`src/rtl/input_conditioner_if.sv`:
```
// ---------------------------------------------------------------------------
// | Module   : input_conditioner_if                                         |
// | Brief    : Board-side bundle of raw button/switch pins and their        |
// |            conditioned levels, pulses and toggle states.                |
// | Revision : 1.0 - initial release                                        |
// ---------------------------------------------------------------------------
`default_nettype none

interface input_conditioner_if;
   logic [3:0] btn;
   logic [3:0] sw;
   logic [3:0] btn_db;
   logic [3:0] btn_rise;
   logic [3:0] btn_tgl;
   logic [3:0] sw_db;
   logic [3:0] sw_chg;

   // Board side: drives the raw pins and consumes the clean signals.
   modport master (
      output btn,
      output sw,
      input  btn_db,
      input  btn_rise,
      input  btn_tgl,
      input  sw_db,
      input  sw_chg
   );

   // Conditioner side.
   modport slave (
      input  btn,
      input  sw,
      output btn_db,
      output btn_rise,
      output btn_tgl,
      output sw_db,
      output sw_chg
   );
endinterface

`default_nettype wire

```
`src/rtl/input_conditioner.sv`:
```
// ---------------------------------------------------------------------------
// | Module   : input_conditioner                                            |
// | Brief    : Synchronises and debounces four buttons and four switches;   |
// |            produces clean levels, rise/change pulses and button toggles.|
// | Revision : 1.0 - initial release                                        |
// ---------------------------------------------------------------------------
`default_nettype none

module input_conditioner #(
   parameter int DEBOUNCE_CYCLES = 1000000,
   parameter int CNT_W           = 20
) (
   input  logic                clk,
   input  logic                rst_n,
   input_conditioner_if.slave  bus
);

   localparam int              c_num_ch = 8;
   localparam logic [CNT_W-1:0] c_last  = CNT_W'(DEBOUNCE_CYCLES - 1);

   // Channels 0..3 are BTN0..BTN3, channels 4..7 are SW0..SW3.
   logic [c_num_ch-1:0] w_raw;
   logic [c_num_ch-1:0] w_db;
   logic [c_num_ch-1:0] w_accept;
   logic [3:0]          w_btn_s2;
   logic [3:0]          w_btn_press;

   logic [3:0]          r_btn_rise;
   logic [3:0]          r_btn_tgl;
   logic [3:0]          r_sw_chg;

   assign w_raw = {bus.sw, bus.btn};

   generate
      for (genvar gi = 0; gi < c_num_ch; gi++) begin : g_ch
         logic             r_s1;
         logic             r_s2;
         logic             r_db;
         logic [CNT_W-1:0] r_cnt;

         // Two-flop synchroniser followed by a restart-on-bounce stability counter.
         always_ff @(posedge clk or negedge rst_n) begin
            if (!rst_n) begin
               r_s1  <= 1'b0;
               r_s2  <= 1'b0;
               r_db  <= 1'b0;
               r_cnt <= '0;
            end else begin
               r_s1 <= w_raw[gi];
               r_s2 <= r_s1;
               if (r_s2 == r_db) begin
                  r_cnt <= '0;
               end else if (r_cnt == c_last) begin
                  r_db  <= r_s2;
                  r_cnt <= '0;
               end else begin
                  r_cnt <= r_cnt + CNT_W'(1);
               end
            end
         end

         // High on the edge where the debounced level is about to flip.
         assign w_accept[gi] = (r_s2 != r_db) && (r_cnt == c_last);
         assign w_db[gi]     = r_db;

         if (gi < 4) begin : g_btn
            assign w_btn_s2[gi] = r_s2;
         end
      end
   endgenerate

   // A button press is an accepted transition towards 1.
   assign w_btn_press = w_accept[3:0] & w_btn_s2;

   // Edge pulses and toggles register on the same edge that updates the level.
   always_ff @(posedge clk or negedge rst_n) begin
      if (!rst_n) begin
         r_btn_rise <= 4'b0000;
         r_btn_tgl  <= 4'b0000;
         r_sw_chg   <= 4'b0000;
      end else begin
         r_btn_rise <= w_btn_press;
         r_btn_tgl  <= r_btn_tgl ^ w_btn_press;
         r_sw_chg   <= w_accept[7:4];
      end
   end

   assign bus.btn_db   = w_db[3:0];
   assign bus.sw_db    = w_db[7:4];
   assign bus.btn_rise = r_btn_rise;
   assign bus.btn_tgl  = r_btn_tgl;
   assign bus.sw_chg   = r_sw_chg;

endmodule

`default_nettype wire

```
`src/flat_wrapper.sv`:
```
// flat-port wrapper written by rule: the top's interface ports become plain ports
module input_conditioner_flat 
#(
   parameter int DEBOUNCE_CYCLES = 1000000,
   parameter int CNT_W           = 20
)
  (clk, rst_n, bus_btn, bus_sw, bus_btn_db, bus_btn_rise, bus_btn_tgl, bus_sw_db, bus_sw_chg);
  input_conditioner_if bus_i ();
  input  logic clk;
  input  logic rst_n;
  input wire logic [$bits(bus_i.btn)-1:0] bus_btn;
  input wire logic [$bits(bus_i.sw)-1:0] bus_sw;
  output wire logic [$bits(bus_i.btn_db)-1:0] bus_btn_db;
  output wire logic [$bits(bus_i.btn_rise)-1:0] bus_btn_rise;
  output wire logic [$bits(bus_i.btn_tgl)-1:0] bus_btn_tgl;
  output wire logic [$bits(bus_i.sw_db)-1:0] bus_sw_db;
  output wire logic [$bits(bus_i.sw_chg)-1:0] bus_sw_chg;
  assign bus_i.btn = bus_btn;
  assign bus_i.sw = bus_sw;
  assign bus_btn_db = bus_i.btn_db;
  assign bus_btn_rise = bus_i.btn_rise;
  assign bus_btn_tgl = bus_i.btn_tgl;
  assign bus_sw_db = bus_i.sw_db;
  assign bus_sw_chg = bus_i.sw_chg;
  input_conditioner #(.DEBOUNCE_CYCLES(DEBOUNCE_CYCLES), .CNT_W(CNT_W)) u_core (.clk(clk), .rst_n(rst_n), .bus(bus_i));
endmodule
```
`config.mk`:
```
export PLATFORM = sky130hd
export DESIGN_NAME = input_conditioner_flat
export DESIGN_NICKNAME = d
export VERILOG_FILES = /design/src/rtl/input_conditioner_if.sv /design/src/rtl/input_conditioner.sv /design/src/flat_wrapper.sv
export SDC_FILE = /design/constraint.sdc
export NUM_CORES = 1
export LEC_CHECK = 0
export ABC_AREA = 1
export CAP_MARGIN = 20
export CELL_PAD_IN_SITES_DETAIL_PLACEMENT = 0
export CELL_PAD_IN_SITES_GLOBAL_PLACEMENT = 1
export CORE_ASPECT_RATIO = 0.5
export CORE_MARGIN = 1.5
export CORE_UTILIZATION = 42
export CTS_CLUSTER_DIAMETER = 40
export CTS_CLUSTER_SIZE = 12
export DETAILED_ROUTE_END_ITERATION = 10
export PLACE_DENSITY = 0.78
export SLEW_MARGIN = 40
export SYNTH_ARGS = -nofsm -noshare
export SYNTH_HDL_FRONTEND = slang
export SYNTH_SLANG_ARGS = --single-unit
```
`constraint.sdc`:
```
create_clock -name clk -period 1.4 [get_ports clk]
set_input_delay 0.14 -clock clk [delete_from_list [all_inputs] [get_ports clk]]
set_output_delay 0.14 -clock clk [all_outputs]
set_load 0.02 [all_outputs]
```
Word level (Yosys, flattened, before mapping)
Cells that the tools add are included.

$add $sub $neg: 8. Multipliers: 0. Div/mod/pow operators: 0. Order comparisons: 0. Equality and inequality tests: 24. Shift operators: 0. Muxes and demuxes: 16. Bitwise operators: 10. Reduce and logical (&&, ||, !) cells: 16.

Operator list (count): 20-bit two-way mux (16); 20-bit by 1-bit adder with 20-bit output, second input constant (8); 20-bit == test, second input constant (8); 2-bit AND reduction (8); 1-bit == test (8); 1-bit logical AND (8); 1-bit inequality test (8); 1-bit NOT (8); 4-bit AND (1); 4-bit bitwise XOR (1).

Register bits after elaboration: 196. Bits in latches: 0. Memory bits (writable): 0. Memory bits (read-only): 0. Input port bits: 10. Output and inout bits: 20. Logic and storage cells: 109. Memories: 0.

Longest topological paths before layout
Depth in word-level cells: 4. Depth in mapped cells: 9. Depth with buffers taken out: 9.

Least setup slack after synthesis
OpenSTA, ideal clock, no wires.

Kind: register to register. Start: reg u_core.g_ch[7].r_cnt[0]. End: reg u_core.g_ch[7].r_cnt[17]. Setup time: 119 ps. Arrival: 1243 ps. Required time: 1281 ps. Path slack: 38 ps. Stages on the path, launching flop included: 9. Buffers on the path: 0. Period minus slack after synthesis: 1362 ps. Path through: dfrtp_1 ha_1 inv_1 nor3_2 nand3_2 nand2_2 inv_2 nand2_1 nor2_1.

Word-level cells in the longest chain between the ends: 3. Elaborated cells between the ends (all ways): 4. Classes of those cells: 1 x add/sub; 1 x eq/ne; 2 x mux.

Ends and longest elaborated chain: from (decl) (RTL line input_conditioner.sv:39) `logic [CNT_W-1:0] r_cnt;`; from (signal assigned) (RTL line input_conditioner.sv:57) `r_cnt <= r_cnt + CNT_W'(1);`; 20-bit by 1-bit adder with 20-bit output / 20-bit == test (equally long branches) (RTL line input_conditioner.sv:57, input_conditioner.sv:53); 20-bit two-way mux * (RTL line input_conditioner.sv:53) `end else if (r_cnt == c_last) begin`; 20-bit two-way mux * (RTL line input_conditioner.sv:51) `if (r_s2 == r_db) begin`.

Every way passes the cells marked *; elsewhere a longest branch is shown, timed or not. A chain may end at the register's enable or synchronous reset.

Final worst setup path
Start: reg u_core.g_ch[6].r_cnt[0]. End: reg u_core.g_ch[6].r_cnt[6].

Word-level cells in the longest chain between the ends: 3. Elaborated cells between the ends (all ways): 4. Classes of those cells: 1 x add/sub; 1 x eq/ne; 2 x mux.

Ends and longest elaborated chain (RTL line): from (decl) (input_conditioner.sv:39); from (signal assigned) (input_conditioner.sv:57); 20-bit by 1-bit adder with 20-bit output / 20-bit == test (equally long branches) (input_conditioner.sv:57, input_conditioner.sv:53); 20-bit two-way mux * (input_conditioner.sv:53); 20-bit two-way mux * (input_conditioner.sv:51).

Marks and branches as above.

==> results.py <==
metrics = {
    "status": {
        "status": "complete, but fails checks",
        "violations": "negative setup slack",
    },
    "pwr": {
        "ir_drop_v": 0.000875,
        "seqPwrFrac_pct": 51.4,
        "p_sw_share_pct": 22.9,
        "power_density_nw_per_um2": 857,
        "p_comb_share_pct": 5.2,
        "p_clk_share_pct": 43.4,
        "p_int_mw": 8.71,
        "switchingPower_mw": 2.59,
        "p_leak_nw": 5.86,
        "power_mw": 11.3,
    },
    "synthesis": {
        "synth_compound_gate_area_share_pct": 2.77,
        "synth.cell_area_um2": 10300,
        "synth_top_family_by_area": "simple AND/OR/NAND/NOR gates",
        "synth_mux_area_share_pct": 0,
        "yosysWarnings": 0,
        "ys_seq_area_share_pct": 47.6,
        "synthAdderAreaFrac_pct": 0.972,
        "synthSimpleGateAreaFrac_pct": 35.5,
        "syn_inst": 1299,
        "synth_cell_type_count": 30,
        "syn_nets": 1317,
        "synthXorXnorAreaFrac_pct": 6.76,
        "synth_area_per_cell_um2": 7.93,
        "synth-seq-cells": 196,
    },
    "timing": {
        "clock_skew_ns": 0.0119,
        "fin_crit_ns": 1.44,
        "setup-violations-final": 16,
        "final-max-slew-violation-count": 0,
        "fmax_mhz": 696,
        "period_share_pct": 103,
        "slew_headroom_pct": 72.9,
        "rsz0062_at_grt": "true",
        "layout_setup_ws_ns": -0.0369,
        "worst_pin_slew_ns": 0.407,
        "fin_tns_setup_ns": -0.239,
        "hold_viol": 0,
    },
    "detailed_routing": {
        "wl_per_cell_um": 13.0,
        "vias": 8633,
        "drt_iter0_markers": 428,
        "drt_wl_total_um": 23100,
        "viasPerCell": 4.85,
        "ant_nets": 0,
        "firstDrtPassIters": 5,
        "route.detailed.drc": 0,
    },
    "die": {
        "die_y_um": 114,
        "rows": 40,
        "ios": 30,
        "initial_core_util_pct": 42.9,
        "core_area_um2": 24000,
        "die-width_um": 224,
        "die_area_um2": 25500,
    },
    "clock_tree": {
        "cts_buffer_depth": 2,
        "cts_tree": "yes",
        "clock_latency_ns": 0.45,
        "clk_pin_slew_ns": 0.07,
        "cts_sinks": 196,
        "cts_made_buffers": 17,
        "cts-root-buf": "clkbuf_16",
        "htreeDepth": 4,
    },
    "setup_path": {
        "worstPathCellList": "ha_2, nand2_2, nor2_4, nand3_4, inv_4, nand3_4, nand2_8, nor2_1",
        "critPathMaxStageDelay_ns": 0.36,
        "path_class": "register to register",
        "required_ns": 1.74,
        "crit_top_cell": "nand3_4",
        "arrival_ns": 1.77,
        "slowest_stage": "dfrtp_1",
        "endpoint_kind": "register",
        "critPathLaunchType": "register",
        "critPathMaxFanout": 7,
    },
    "finish": {
        "fin_util_pct": 54.9,
        "fin_area_um2": 13200,
        "final_common_cell": "nor2_1",
        "area_growth_pct": 28.0,
        "final_nets": 1469,
        "diodes": 0,
        "most-common-layout-cells": "nor2_1 (262), nand2_1 (219), dfrtp_1 (183), inv_1 (144), nand3_1 (105)",
        "fin_cells": 1779,
        "layout-drive-gt1-share_pct": 24.5,
    },
    "job": {
        "maxCapViolations": 0,
    },
    "worst_hold_path": {
        "hold_path_class": "input pin to register",
    },
    "place": {
        "place_congestion": 0.844,
        "io_buffers": 29,
        "hpwlAfterDp_um": 15800,
        "dpl_cell_area_um2": 11500,
        "numPlacedInstances": 1702,
    },
    "global_route": {
        "grt_pass1_vias": 8227,
        "grt_pass1_wl_um": 38100,
        "antenna_found_initial": 0,
        "gr-total-overflow": 0,
        "grt_usage_pct": 18.5,
        "grt_max_degree": 49,
    },
}
path summary, 6_finish.rpt:
path / startpoint / endpoint / slack, ns / depth (start not counted)
worst min-delay path: bus_sw[1] / u_core.g_ch[5].r_s1 / 0.12 / 1
worst min register to register: u_core.g_ch[2].r_s1 / u_core.g_ch[2].r_s2 / 0.35 / 0
min in group asynchronous: rst_n / u_core.g_ch[7].r_cnt[2] / 0.15 / 2
worst max-delay path: u_core.g_ch[6].r_cnt[0] / u_core.g_ch[6].r_cnt[6] / -0.04 / 8
max in group asynchronous: rst_n / u_core.g_ch[4].r_cnt[15] / 0.63 / 3
worst max register to register: u_core.g_ch[6].r_cnt[0] / u_core.g_ch[6].r_cnt[6] / -0.04 / 8
kinds of logic (layout without fill, tap and decap cells):
group	count (synthesis)	count (layout)
simple gates	795	799
buf+inv	167	328
xor+xnor	77	77
fa+ha+maj	8	8
flops	196	196
compound gates	56	56
metal layers:
layer | global-route usage, % | routed length [um]
met1 | 23.8 | 11000
met2 | 31.5 | 11300
met3 | 3.35 | 533
met4 | 6.35 | 337
met5 | 0 | 0
critical path, delay by kind of cell, from the launching register on:
family        cells  cell delay, ns
fa+ha+maj         1            0.20
buf+inv           1            0.10
flops             1            0.36
simple gates      6            0.66
registers in the layout, indices dropped and copies added (netlist names):
register and cells:
u_core.g_ch.r_cnt 160, u_core.g_ch.r_db 8, u_core.g_ch.r_s1 8, u_core.g_ch.r_s2 8, u_core.bus.btn_rise 4, u_core.bus.btn_tgl 4
u_core.bus.sw_chg 4
power by group through the flow:
stage          sequential, mW  clock [mW]  combinational (mW)
2_1_floorplan            5.89           0               0.199
3_3_place_gp             5.90           0               0.470
3_5_place_dp             5.90           0               0.485
5_1_grt                  5.82        5.24               0.669
4_1_cts                  5.80        5.04               0.520
6_report                 5.81        4.90               0.587
cell type report:
cell class / instances / area [um2]
fill: 2189 / 10800
multi-input combinational: 940 / 5510
sequential: 196 / 4920
timing repair buffer: 137 / 1160
inverter: 159 / 617
clock buffer: 24 / 512
tap: 315 / 394
clock inverter: 8 / 71.3
synth_stat cells:
master / number / area [um2]
nand3_1: 127 / 636
o21ai_1: 5 / 25.0
nand2_1: 240 / 901
dfrtp_1: 196 / 4900
a31oi_1: 4 / 25.0
inv_1: 151 / 567
nand4_1: 14 / 87.6
xor2_2: 1 / 16.3
nand3b_1: 2 / 15.0
buf_4: 8 / 60.1
nor4_1: 4 / 25.0
nor3_1: 29 / 145
nor3b_1: 4 / 30.0
xnor2_2: 2 / 32.5
nor2_2: 18 / 113
nand2_4: 4 / 45.0
o21ai_0: 13 / 65.1
xor2_1: 51 / 447
xnor2_1: 23 / 201
nand3b_4: 2 / 40.0
nor2_1: 302 / 1130
nand3_4: 4 / 70.1
nor3_2: 2 / 20.0
nand2_2: 17 / 106
nor3_4: 2 / 32.5
a21oi_1: 34 / 170
nor2_4: 15 / 169
inv_2: 8 / 30.0
ha_1: 8 / 100
nand3_2: 9 / 90.1
per-stage QoR:
step | setup slack (ns) | hold slack, ns
global route | -0.129 | 0.104
CTS | -0.0561 | 0.105
floorplan | 0.0377 | -0.156
detailed placement | -0.119 | 0.0834
finish | -0.0369 | 0.122
global placement | -0.0621 | 0.0819
what timing repair did:
item	4_1_cts	5_1_grt
buffers inserted	10	30
pin swaps	17	59
endpoints found under the hold margin	168	0
hold buffers	1	0
gates cloned	2	2
setup endpoints to repair	103	132
resized for setup	79	155
No activity file was read; power rests on OpenSTA's default activity.
